<file path="src/rtl/arm_control_sequencer.sv">
// arm_control_sequencer: fetch/decode/execute state sequencer for the ARM datapath
// Ports: clk, reset (sync, active-high); enc_in/cond_ok sampled in DECODE; moc memory complete;
// state current code; mem_req/mem_rw memory request and direction; ld_ir/abort/illegal pulses.
module arm_control_sequencer #(
    parameter int MOC_TIMEOUT = 15
) (
    input  logic       clk,
    input  logic       reset,
    input  logic [5:0] enc_in,
    input  logic       cond_ok,
    input  logic       moc,
    output logic [5:0] state,
    output logic       mem_req,
    output logic       mem_rw,
    output logic       ld_ir,
    output logic       abort,
    output logic       illegal
);
    typedef enum logic [5:0] {
        S_RESET       = 6'd0,
        S_FETCH_ADDR  = 6'd1,
        S_FETCH_READ  = 6'd2,
        S_PC_INC      = 6'd3,
        S_DECODE      = 6'd4,
        S_BRANCH_LINK = 6'd44,
        S_LINK_WR     = 6'd45,
        S_MEM_WAIT    = 6'd48,
        S_LOAD_WR     = 6'd49,
        S_BASE_WB     = 6'd50,
        S_ABORT       = 6'd63
    } state_t;
    localparam logic [7:0] TO_LAST = 8'(MOC_TIMEOUT - 1);
    state_t     state_q, state_d;
    logic [7:0] cnt_q, cnt_d;
    logic       l_q, l_d, w_q, w_d;
    logic       sup, is_ls, timeout;
    assign sup     = enc_in inside {[5:7], [12:16], 18, [20:24], 26, [35:41], 43, 44};
    assign is_ls   = state_q inside {[12:16], 18, [20:24], 26, [35:41]};
    // counter holds cycles already spent waiting; this cycle would be the last allowed one
    assign timeout = cnt_q >= TO_LAST;
    always_comb begin
        state_d = S_FETCH_ADDR;
        l_d     = l_q;
        w_d     = w_q;
        case (state_q)
            S_FETCH_ADDR:  state_d = S_FETCH_READ;
            S_FETCH_READ:  state_d = moc ? S_PC_INC : (timeout ? S_ABORT : S_FETCH_READ);
            S_PC_INC:      state_d = S_DECODE;
            S_DECODE: begin
                if (cond_ok && sup) begin
                    state_d = state_t'(enc_in);
                    l_d     = enc_in inside {[20:24], 26, [39:41]};
                    w_d     = enc_in inside {[14:16], 18, [22:24], 26, 36, 37, 40, 41};
                end
            end
            S_BRANCH_LINK: state_d = S_LINK_WR;
            S_MEM_WAIT:    state_d = moc ? (l_q ? S_LOAD_WR : (w_q ? S_BASE_WB : S_FETCH_ADDR))
                                         : (timeout ? S_ABORT : S_MEM_WAIT);
            S_LOAD_WR:     state_d = w_q ? S_BASE_WB : S_FETCH_ADDR;
            S_ABORT: begin
                l_d = 1'b0;
                w_d = 1'b0;
            end
            default:       state_d = is_ls ? S_MEM_WAIT : S_FETCH_ADDR;
        endcase
        cnt_d = (state_d == state_q) ? cnt_q + 8'd1 : 8'd0;
    end
    always_ff @(posedge clk) begin
        if (reset) begin
            state_q <= S_RESET;
            cnt_q   <= '0;
            l_q     <= 1'b0;
            w_q     <= 1'b0;
        end else begin
            state_q <= state_d;
            cnt_q   <= cnt_d;
            l_q     <= l_d;
            w_q     <= w_d;
        end
    end
    assign state   = state_q;
    assign mem_req = (state_q == S_FETCH_READ) || (state_q == S_MEM_WAIT);
    assign mem_rw  = (state_q == S_FETCH_READ) ? 1'b1 : (state_q == S_MEM_WAIT) ? l_q : 1'b0;
    assign ld_ir   = (state_q == S_FETCH_READ) && moc;
    assign abort   = state_q == S_ABORT;
    assign illegal = (state_q == S_DECODE) && cond_ok && (enc_in != 6'd0) && !sup;
endmodule

</file>
<file path="config.mk">
export PLATFORM = sky130hd
export DESIGN_NAME = arm_control_sequencer
export DESIGN_NICKNAME = d
export VERILOG_FILES = /design/src/rtl/arm_control_sequencer.sv
export SDC_FILE = /design/constraint.sdc
export NUM_CORES = 1
export LEC_CHECK = 0
export ABC_AREA = 1
export CAP_MARGIN = 0
export CORE_MARGIN = 5
export CORE_UTILIZATION = 53
export DETAILED_ROUTE_END_ITERATION = 8
export HOLD_SLACK_MARGIN = 0.06
export PLACE_DENSITY = 0.79
export SYNTH_ARGS = -nofsm -noshare
export SYNTH_HDL_FRONTEND = slang
export SYNTH_SLANG_ARGS = --single-unit
</file>
<file path="constraint.sdc">
create_clock -name clk -period 2.8 [get_ports clk]
set_input_delay 0.7 -clock clk [delete_from_list [all_inputs] [get_ports clk]]
set_output_delay 0.7 -clock clk [all_outputs]
set_load 0.01 [all_outputs]
</file>
## Word level (Yosys, flattened, before mapping)

Index checks and enable logic that the tools add are counted.

- Input port bits: 10
- Register bits after elaboration: 16
- Output and inout port bits: 11

- Bitwise gates (word level): 1
- Multiplexer cells: 15
- Order comparisons: 18
- Equal/unequal tests: 20
- Reductions and logical operators: 25
- Add/subtract/negate cells: 1

Operator list:

| operator | number |
|---|---|
| 6-bit equality test (second input constant) | 10 |
| 6-bit one-hot mux with 8 select lines | 1 |
| 6-bit 2-to-1 mux | 7 |
| 6-bit by 5-bit equality test with 1-bit output (second input constant) | 4 |
| 6-bit by 5-bit <= comparator with 1-bit output (second input constant) | 4 |
| 6-bit by 4-bit greater-or-equal comparator with 1-bit output (second input constant) | 3 |
| 6-bit by 5-bit greater-or-equal comparator with 1-bit output (second input constant) | 3 |
| 6-bit greater-or-equal comparator (second input constant) | 3 |
| 8-bit nonzero test | 2 |
| 1-bit logical AND | 15 |
| 6-bit by 2-bit equality test with 1-bit output (second input constant) | 2 |
| 6-bit <= comparator (second input constant) | 2 |
| 8-bit by 1-bit adder with 8-bit output (second input constant) | 1 |
| 8-bit by 4-bit greater-or-equal comparator with 1-bit output (second input constant) | 1 |
| 6-bit by 1-bit equality test with 1-bit output (second input constant) | 1 |
| 6-bit by 3-bit equality test with 1-bit output (second input constant) | 1 |
| 6-bit equality test | 1 |
| 6-bit by 3-bit greater-or-equal comparator with 1-bit output (second input constant) | 1 |
| 6-bit by 3-bit <= comparator with 1-bit output (second input constant) | 1 |
| 6-bit nonzero test | 1 |
| 5-bit nonzero test | 1 |
| 1-bit 2-to-1 mux | 4 |
| 4-bit 2-to-1 mux | 1 |
| 1-bit one-hot mux with 2 select lines | 2 |
| 8 further kinds | 8 |

## Longest topological paths before layout

Gate-level depths: netlist (run 1).

- Depth after elaboration: 9
- Mapped depth: 17
- Mapped depth without buffers: 17

## Worst setup path before layout (run 1)

OpenSTA, ideal clock, no wires.

- Path type: input port to output port
- From: input enc_in[2]
- To: output illegal
- Path slack: 0.337 ns
- Stages: 8
- Data arrival time: 1.763 ns
- Data required time: 2.100 ns
- Cell sequence: buf_2 -> nor2_1 -> nand2_1 -> nand2_1 -> a21oi_1 -> nor2_1 -> nand3_2 -> a311oi_1

- Longest elaborated chain between the ends: 5
- Elaborated cells between the ends (all ways): 21
- Classes of those cells: order compare (8); eq/ne (4); reduce/logical (9)

Ends and longest elaborated chain:

| item | line | RTL |
|---|---|---|
| start: declaration | 9 | `input logic [5:0] enc_in,` |
| 6-bit by 3-bit greater-or-equal comparator with 1-bit output, or another cell as far along | 37 | `assign sup = enc_in inside {[5:7], [12:16], 18, [20:24], 26, [35:41], 43, 44};` |
| 1-bit logical AND | 37 |  |
| 8-bit nonzero test | 37 |  |
| 1-bit zero test | 86 | `assign illegal = (state_q == S_DECODE) && cond_ok && (enc_in != 6'd0) && !sup;` |
| 1-bit logical AND (*) | 86 |  |
| end: declaration | 17 | `output logic illegal` |

Every way passes the cells marked *; elsewhere a longest branch is shown, timed or not.

## Final worst setup path (run 1)

- From: input enc_in[0]
- To: output illegal

Same word-level chain as after synthesis.

==> results.yml, run 1 <==
outcome:
  outcome: "completed"
placed_design:
  dp.final_hpwl_mm: 3.119
  io_buffer_count: 20
  placed_cells: 307
  place.gp.congestion: 0.9194
job:
  cap_violations: 0
critical_path:
  ff2ff_setup_slack_ns: 0.58
  cp_max_fo: 5
  timing_worst_setup_path_type: "primary input to output port"
  critical_path.endpoint_type: "output port"
  crit_required_ns: 2.10
  cp.arrival_ns: 1.99
  worstSetupStartpointType: "primary input"
sta:
  clock_skew_ns: 0.005084
  finalSetupViolCount: 0
  fin_hold_ws_ns: 0.4810
  finalHoldViolations: 0
  final.period_utilization_pct: 95.97
  final.min_clock_period_ns: 2.687
  finalMaxSlewViolations: 0
  fmax_mhz: 372.1
logic_synthesis:
  yosys.area.top_type: "dfxtp_1"
  ys_ff_latch: 16
  avgSynthCellArea_um2: 5.792
  synth_top_area_share_pct: 24.15
  synth_top_cells_by_count: "52 x nand2_1, 36 x inv_1, 32 x nor2_1"
  synthTopCellsByArea: "dfxtp_1 24%, nand2_1 15%, inv_1 10%"
  yosysWarnings: 0
  synth_area_um2: 1326
  synth.distinct_cells: 30
  syn_inst: 229
  async_flop_share_pct: 0
  synthFlopType: "dfxtp_1"
  post-synth-top-count-cell: "nand2_1"
  yosysSeqAreaShare_pct: 24.15
  synth_edf_count: 0
die:
  io_pins: 21
  core_um2: 2432
  rows: 18
  fp.dieW_um: 60.03
  start_util_pct: 54.53
  die_area_um2: 3603
  dieHeight_um: 60.03
final_layout:
  n_fill_cell: 220
  fin_nets: 294
  ff_latch_area_um2: 320.3
  multiInputGateArea_um2: 875.8
  layout.cells.non_filler: 310
  syn_to_final_growth_pct: 35.47
  drive_gt1_share_pct: 21.43
  n_antenna_cell: 0
cts:
  clockBufferDepth: 2
  root_buffer: "clkbuf_4"
  clk-insertion-delay-late_ns: 0.28
  cts.sinks: 16
  tritoncts: "built"
  numCtsBuffers: 3
  postCtsHoldBufs: 0
  clk_pin_slew_worst_paths_ns: 0.08
  h-tree-depth: 1
routing:
  wire_per_inst_um: 12.58
  drt_pass1_iterations: 5
  drc_errors: 0
  viasPerCell: 5.384
  ant_nets: 0
  drt_iter0_markers: 132
  wl_mm: 3.900
  via_count: 1669
global_routing:
  antenna_found_initial: 0
  overflow: 0
  grt_max_degree: 9
  grt_util_all_layers_pct: 23.83
  grt_pass1_vias: 1469
  grt_pass1_wl_mm: 6.458
pwr:
  power_density_nw_per_um2: 780.1
  ir_drop_mv: 0.9242
  p_leak_nw: 0.8737
worst_hold_path:
  hold_class: "register to register"
[power breakdown]
part           switching [mW]  internal (mW)  total (mW)
logic                   0.560          0.418       0.978
registers              0.0403          0.269       0.309
clock network          0.0649         0.0499       0.115
total                   0.665          0.737        1.40
[state kept, by name, summed over array words and instances, names as in the netlist]
name / count
l_q: 1
w_q: 1
cnt_q: 8
state: 6
[cell type report]
cell class	count	share of cell area, %
tap	30	2.089
multi-input combinational	172	48.75
inverter	40	8.357
clock buffer	3	1.253
timing repair buffer	49	21.73
sequential	16	17.83
[metal layers]
metal,vias to the layer above,track usage [%],wire (um)
li1,842,-,-
met2,56,37.04,1804
met1,766,34.11,1817
met5,-,0,0
met3,5,2.808,234
met4,0,7.278,44
[placed cells by master (no fill, tap or decap), types with 2 or more instances in the layout]
| cell | n |
|---|---|
| o21ai_0 | 9 |
| dfxtp_1 | 16 |
| nor2_1 | 29 |
| nand4_1 | 11 |
| a21oi_1 | 8 |
| a31oi_1 | 2 |
| nand2_2 | 3 |
| buf_4 | 29 |
| clkdlybuf4s50_1 | 13 |
| o211ai_1 | 3 |
| o2111ai_1 | 2 |
| conb_1 | 3 |
| inv_1 | 36 |
| clkbuf_4 | 3 |
| nand3_1 | 24 |
| inv_2 | 3 |
| nand3_2 | 2 |
| xnor2_1 | 2 |
| nand2_1 | 51 |
| clkbuf_2 | 4 |
| dlygate4sd2_1 | 2 |
| nor2_4 | 2 |
| ha_1 | 2 |
| nor2_2 | 11 |
[per-stage QoR]
| step | utilization (%) | TNS (ns) | total power, mW | area, um^2 | setup WS [ns] |
|---|---|---|---|---|---|
| 2_1_floorplan | - | 0 | 0.8867 | 1334 | 0.3367 |
| 3_3_place_gp | 72.99 | -1.141 | 1.262 | 1775 | -0.5378 |
| 3_5_place_dp | 72.99 | -1.213 | 1.272 | 1775 | -0.6134 |
| 4_1_cts | 73.82 | 0 | 1.394 | 1795 | 0.04966 |
| 5_1_grt | 73.87 | -0.01552 | 1.544 | 1797 | -0.01552 |
| 6_report | 73.87 | 0 | 1.402 | 1797 | 0.1128 |
[final timing paths]
kind / cells after the start / end / startpoint
max: 8 / illegal / enc_in[0]
min: 1 / cnt_q[0] / cnt_q[0]
max reg2reg: 17 / cnt_q[3] / cnt_q[0]
min reg2reg: 1 / cnt_q[0] / cnt_q[0]
[logic make-up after synthesis]
logic type,count (synthesis),synth area share (%)
other,1,0.2827
buffers and inverters,43,12.36
and+or+nand+nor,135,46.13
xor gates and xnor gates,3,1.981
DFF,16,24.15
AOI/OAI and AO/OA,29,13.21
adders and majority gates,2,1.886
[worst max-delay path, stage by stage]
cell,delay [ns]
dlygate4sd2_1,0.31
nor2_2,0.11
nand3_1,0.12
nand3_1,0.08
nor2_1,0.14
nand3_2,0.10
a311oi_2,0.26
buf_2,0.17
[timing repair]
item / in CTS / in global routing
gates resized for setup: 15 / 11
endpoints found under the setup margin: 1 / 1
buffers inserted: 0 / 0
pin swaps: 4 / 2
(Power assumes the default switching activity.)
==> run 2: changes to the inputs <==
--- a/config.mk
+++ b/config.mk
@@ -6,6 +6,7 @@
 export NUM_CORES = 1
 export LEC_CHECK = 0
 export ABC_AREA = 1
+export ABC_CLOCK_PERIOD_IN_PS = 2800
 export CAP_MARGIN = 0
 export CORE_MARGIN = 5
 export CORE_UTILIZATION = 53
@@ -15,3 +16,4 @@
 export SYNTH_ARGS = -nofsm -noshare
 export SYNTH_HDL_FRONTEND = slang
 export SYNTH_SLANG_ARGS = --single-unit
+export TNS_END_PERCENT = 20
==> results of run 2 <==
The final DEF is identical to that of run 1; final timing and power are the same.
==> run 3: changes to the inputs <==
--- a/config.mk
+++ b/config.mk
@@ -8,11 +8,10 @@
 export ABC_AREA = 1
 export ABC_CLOCK_PERIOD_IN_PS = 2800
 export CAP_MARGIN = 0
-export CORE_MARGIN = 5
 export CORE_UTILIZATION = 53
 export DETAILED_ROUTE_END_ITERATION = 8
 export HOLD_SLACK_MARGIN = 0.06
-export PLACE_DENSITY = 0.79
+export PLACE_DENSITY = 0.89
 export SYNTH_ARGS = -nofsm -noshare
 export SYNTH_HDL_FRONTEND = slang
 export SYNTH_SLANG_ARGS = --single-unit
==> results.yml, run 3 (synthesis results as in run 1) <==
final_layout:
  layout_commonest_cell: "nand2_1"
  n_antenna_cell: 0
  final_cell_area_um2: 1774
  final_cell_mix: "51 x nand2_1, 36 x inv_1, 28 x nor2_1"
  max_flop_register: "cnt_q"
  largest_reg_flops: 8
  fin_util_pct: 77.95
  syn_to_final_growth_pct: 33.77
  drive_gt1_share_pct: 19.57
  fin_nets: 289
  n_fill_cell: 178
placed_design:
  place.gp.congestion: 1.051
  dp_slack_ns: -0.5407
  placed_area_um2: 1735
  io_buffer_count: 20
  dp.final_hpwl_mm: 2.982
die:
  io_pins: 21
  start_util_pct: 58.27
  die_area_um2: 2707
  dieHeight_um: 52.03
  rows: 17
  core_um2: 2276
  fp.dieW_um: 52.03
cts:
  cts.sinks: 16
  clk-insertion-delay-late_ns: 0.29
  tritoncts: "built"
  numCtsBuffers: 3
  clk_pin_slew_worst_paths_ns: 0.09
  postCtsSetupRepairBufs: 0
  h-tree-depth: 1
  root_buffer: "clkbuf_4"
  clockBufferDepth: 2
routing:
  wl_mm: 3.681
  dr_wl_met3_um: 320
  wire_per_inst_um: 12.11
  met2_length_mm: 1.669
  viasPerCell: 5.447
  drt_pass1_iterations: 5
  routedLengthMet1_mm: 1.619
  via_count: 1656
  drt_iter0_markers: 90
  ant_nets: 0
  maxUsedRoutingLayer: "met4"
  drc_errors: 0
global_routing:
  antenna_found_initial: 0
  grt_max_degree: 10
  grt_pass1_wl_mm: 6.258
  overflow: 0
  grt_util_all_layers_pct: 31.03
  grt_pass1_vias: 1479
sta:
  finalSetupViolCount: 0
  fmax_mhz: 373.0
  finalMaxSlewViolations: 0
  clock_skew_ns: 0.007665
  finalHoldViolations: 0
  final.period_utilization_pct: 95.75
  final.min_clock_period_ns: 2.681
  worst_slack_ns: 0.1189
  finalSetupTns_ns: 0
critical_path:
  crit_required_ns: 2.10
  cp_max_fo: 8
  ff2ff_setup_slack_ns: 0.62
  worstSetupStartpointType: "primary input"
  critical_path.endpoint_type: "output port"
  path_cells: "dlygate4sd2_1 > nor2_2 > nand2_1 > nand2_1 > a21oi_1 > nor2_1 > nand3_2 > a311oi_2 > buf_2"
  critPathMaxStageDelay_ns: 0.32
  crit_top_cell: "nand2_1"
  timing_worst_setup_path_type: "primary input to output port"
  cp.arrival_ns: 1.98
  slowest_stage: "dlygate4sd2_1"
worst_hold_path:
  hold_class: "register to register"
outcome:
  outcome: "completed"
pwr:
  p_seq_share_pct: 22.1
  p_leak_nw: 0.8601
  combPwrFrac_pct: 67.0
  p_switching_mw: 0.6670
  p_int_mw: 0.7439
  power_density_nw_per_um2: 795.2
  sw_frac_of_total_pct: 47.28
  ir_drop_mv: 0.9278
  clkPwrFrac_pct: 10.9
  finalPower_mw: 1.411
job:
  cap_violations: 0
==> run 3: final cells by class <==
class / count / area (um^2) / area share (%)
clock buffer: 4 / 36.28 / 2.045
inverter: 40 / 150.1 / 8.463
multi-input combinational: 172 / 868.3 / 48.94
sequential: 16 / 320.3 / 18.05
tap: 28 / 35.03 / 1.975
timing repair buffer: 44 / 364.1 / 20.52
==> run 3: routing by layer <==
layer  track usage (%)  vias up
met5                 0        -
met4             13.06        0
met3             5.263        9
met2             47.86       74
met1             42.10      742
li1                  -      831
==> run 3: metrics by stage <==
step | cells | hold WS, ns
2_1_floorplan | 231 | 0.4389
3_3_place_gp | 300 | 0.4564
3_5_place_dp | 300 | 0.4638
4_1_cts | 304 | 0.4820
5_1_grt | 304 | 0.5045
6_report | 304 | 0.4800
==> run 3: critical path, delay by kind of cell <==
kind	cells	cell delay, ns
AND/OR/NAND/NOR	5	0.56
buffers and inverters	2	0.49
AO/OA/AOI/OAI	2	0.23
==> run 3: what timing repair did <==
action,in CTS,in global routing
hold endpoints to repair,0,0
pin swaps,1,0
setup endpoints to repair,1,1
hold buffers,0,0
resized for setup,14,5
==> run 3: final timing paths <==
kind,endpoint,depth (start not counted),start
worst max-delay path,illegal,9,enc_in[2]
worst min-delay path,l_q,2,l_q
worst max register to register,cnt_q[3],17,cnt_q[0]
worst min register to register,l_q,2,l_q
==> run 3: power groups by stage <==
stage | logic, mW | registers, mW | clock network, mW
2_1_floorplan | 0.554 | 0.333 | 0
3_3_place_gp | 0.911 | 0.314 | 0
3_5_place_dp | 0.931 | 0.315 | 0
4_1_cts | 0.934 | 0.310 | 0.158
5_1_grt | 1.05 | 0.318 | 0.164
6_report | 0.946 | 0.311 | 0.154
==> patch (config.mk and constraints of run 3) <==
Put a register stage on the outputs `mem_req`, `mem_rw`, `ld_ir`, `abort` and `illegal`. The values now appear one clock later. The other outputs are not delayed to match.
--- a/src/rtl/arm_control_sequencer.sv
+++ b/src/rtl/arm_control_sequencer.sv
@@ -79,10 +79,12 @@
         end
     end
     assign state   = state_q;
-    assign mem_req = (state_q == S_FETCH_READ) || (state_q == S_MEM_WAIT);
-    assign mem_rw  = (state_q == S_FETCH_READ) ? 1'b1 : (state_q == S_MEM_WAIT) ? l_q : 1'b0;
-    assign ld_ir   = (state_q == S_FETCH_READ) && moc;
-    assign abort   = state_q == S_ABORT;
-    assign illegal = (state_q == S_DECODE) && cond_ok && (enc_in != 6'd0) && !sup;
+    always_ff @(posedge clk) begin
+        mem_req <= (state_q == S_FETCH_READ) || (state_q == S_MEM_WAIT);
+        mem_rw  <= (state_q == S_FETCH_READ) ? 1'b1 : (state_q == S_MEM_WAIT) ? l_q : 1'b0;
+        ld_ir   <= (state_q == S_FETCH_READ) && moc;
+        abort   <= state_q == S_ABORT;
+        illegal <= (state_q == S_DECODE) && cond_ok && (enc_in != 6'd0) && !sup;
+    end
 endmodule
 
Formal check against the unedited RTL: not equivalent (a bounded check fails within 4 cycles, from zero or initial values and one cycle with reset high).
==> patch against run 3 <==
  * Worst setup slack better by 240 ps
  * Area after synthesis is 15% higher
  * Routed wire length is 14% lower
  * Sequential share of layout area is 5.2 points higher
  * Design area is 1.8% higher
  * Sequential cell count is 5 higher
  * Register-to-register slack better by 170 ps
  * Total power is 6.4% lower
  * Critical path type is now primary input to flip-flop
  * Largest cell class unchanged
==> patch: results (changes against run 3) <==
[status]
status=finished, final reports clean

[drt]
drtPass1Iterations=4  ; -1
wire_per_inst_um=11.6  ; -3.9%
viasPerCell=5.41  ; -0.69%
drt-initial-drc-count=55  ; -39%

[clock_tree]
cts_setup_buffers=0  ; unchanged
clockBufferDepth=2  ; unchanged
htreeDepth=1  ; unchanged
ctsRootBufferMaster=clkbuf_4
clkTransAtPathRegs_ps=130  ; +40 ps
post_cts_resized=0  ; -14
clk_latency_ps=320  ; +30 ps
numCtsBuffers=3  ; unchanged

[hold_path]
hp-class=flip-flop to flip-flop

[yosys]
synthTopCellsByCount=42 x nand2_1, 21 x dfxtp_1, 18 x inv_1, 15 x nor2_1, 13 x nor2_2
synth_warnings=0  ; unchanged
post_synth_num_cell_types=37  ; +23%
synth_area_leaders=dfxtp_1 28%, nand2_1 10%, nor2_2 5.3%
synth-async-reset-ratio_pct=0  ; unchanged
seq_area_frac_synth_pct=27.5  ; +3.4 points
synthFlopType=dfxtp_1

[global_route]
grt_pass1_vias=1328  ; -10%
grt_max_degree=14  ; +4
grt.total_usage_pct=22.7  ; -8.4 points
grt_pass1_wl_mm=5.64  ; -9.8%
antenna_found_initial=0  ; unchanged

[placed_design]
detailedPlacementHpwl_mm=2.59  ; -13%
port_buffers=20  ; unchanged
gp_congestion=0.945  ; -10%

[worst_setup_path]
timing.critical_path.max_delay_family=simple AND/OR/NAND/NOR gates
max_stage_delay_ps=590  ; +270 ps
path_max_fanout=7  ; -1
ff2ff_setup_slack_ps=790  ; +170 ps
slowest_stage=clkdlybuf4s50_1

[final_layout]
diodes=0  ; unchanged
nFillCells=226  ; +27%
drive_gt1_share_pct=25.0  ; +5.4 points
final_nets=253  ; -12%
top_register=cnt_q
largest_register_ffs=8  ; unchanged

[power_and_ir_drop]
p_leak_nw=0.801  ; -6.8%
peakVddDrop_uv=603  ; -35%

[sta]
clock_skew_ps=10.2  ; +2.50 ps

==> patch: cell count changes after synthesis, sizes merged, moves of 2 or more <==
cell    delta
nor3b      +2
nor2       -7
o211ai     -2
a21oi      -2
nand3      -7
nor3       +5
inv       -11
o21ai      -4
clkinv     +3
dfxtp      +5
==> patch: cells by family after synthesis <==
| group | after synthesis | share of synthesized area [%] |
|---|---|---|
| xor gates and xnor gates | 3 | 1.72 |
| AOI/OAI and AO/OA | 21 | 9.34 |
| DFF | 21 | 27.5 |
| adders and majority gates | 2 | 1.64 |
| and+or+nand+nor | 132 | 50.7 |
| buffers and inverters | 33 | 8.20 |
| muxes | 1 | 0.656 |
| other | 1 | 0.246 |
==> patch: path summary, 6_finish.rpt <==
check	startpoint	endpoint	cells after the start
max	enc_in[1]	cnt_q[3]	15
min	l_q	mem_rw	2
max reg2reg	cnt_q[0]	cnt_q[3]	16
min reg2reg	l_q	mem_rw	2
==> patch: where the power goes <==
group | switching [mW] | total, mW | internal (mW) | leakage, nW
Combinational | 0.457 | 0.762 | 0.306 | 0.616
Sequential | 0.0642 | 0.406 | 0.342 | 0.172
Clock | 0.0979 | 0.152 | 0.0546 | 0.0139
Total | 0.619 | 1.32 | 0.702 | 0.801
==> patch: layer usage <==
layer | vias up | GRT usage, % | wire (um)
met5 | - | 0 | 0
met2 | 41 | 37.3 | 1580
met3 | 4 | 2.79 | 110
met1 | 663 | 30.2 | 1430
li1 | 758 | - | -
met4 | 0 | 8.93 | 33
==> patch: final cells by class <==
cell class	instances	area share [%]
Inverter	32	6.65
Clock buffer	3	1.25
Timing Repair Buffer	21	11.5
Sequential cell	21	23.3
Clock inverter	1	0.416
Multi-Input combinational cell	162	54.7
Tap cell	31	2.15
==> patch: per-stage QoR <==
step                      util, %  std cells  hold slack [ps]  area (sq um)  worst slack, ps
after floorplan                 -        216              439          1530              727
after detailed placement     64.9        267              469          1780             34.9
final                        66.0        271              493          1810              356
after CTS                    66.0        271              497          1810              361
after global routing         66.0        271              513          1810              178
after global placement       64.9        267              469          1780             54.1
==> patch: tightest hold or removal path: stages, from the launching register on <==
cell,delay (ps)
dfxtp_1,360
nand2_1,70
nand2_1,40
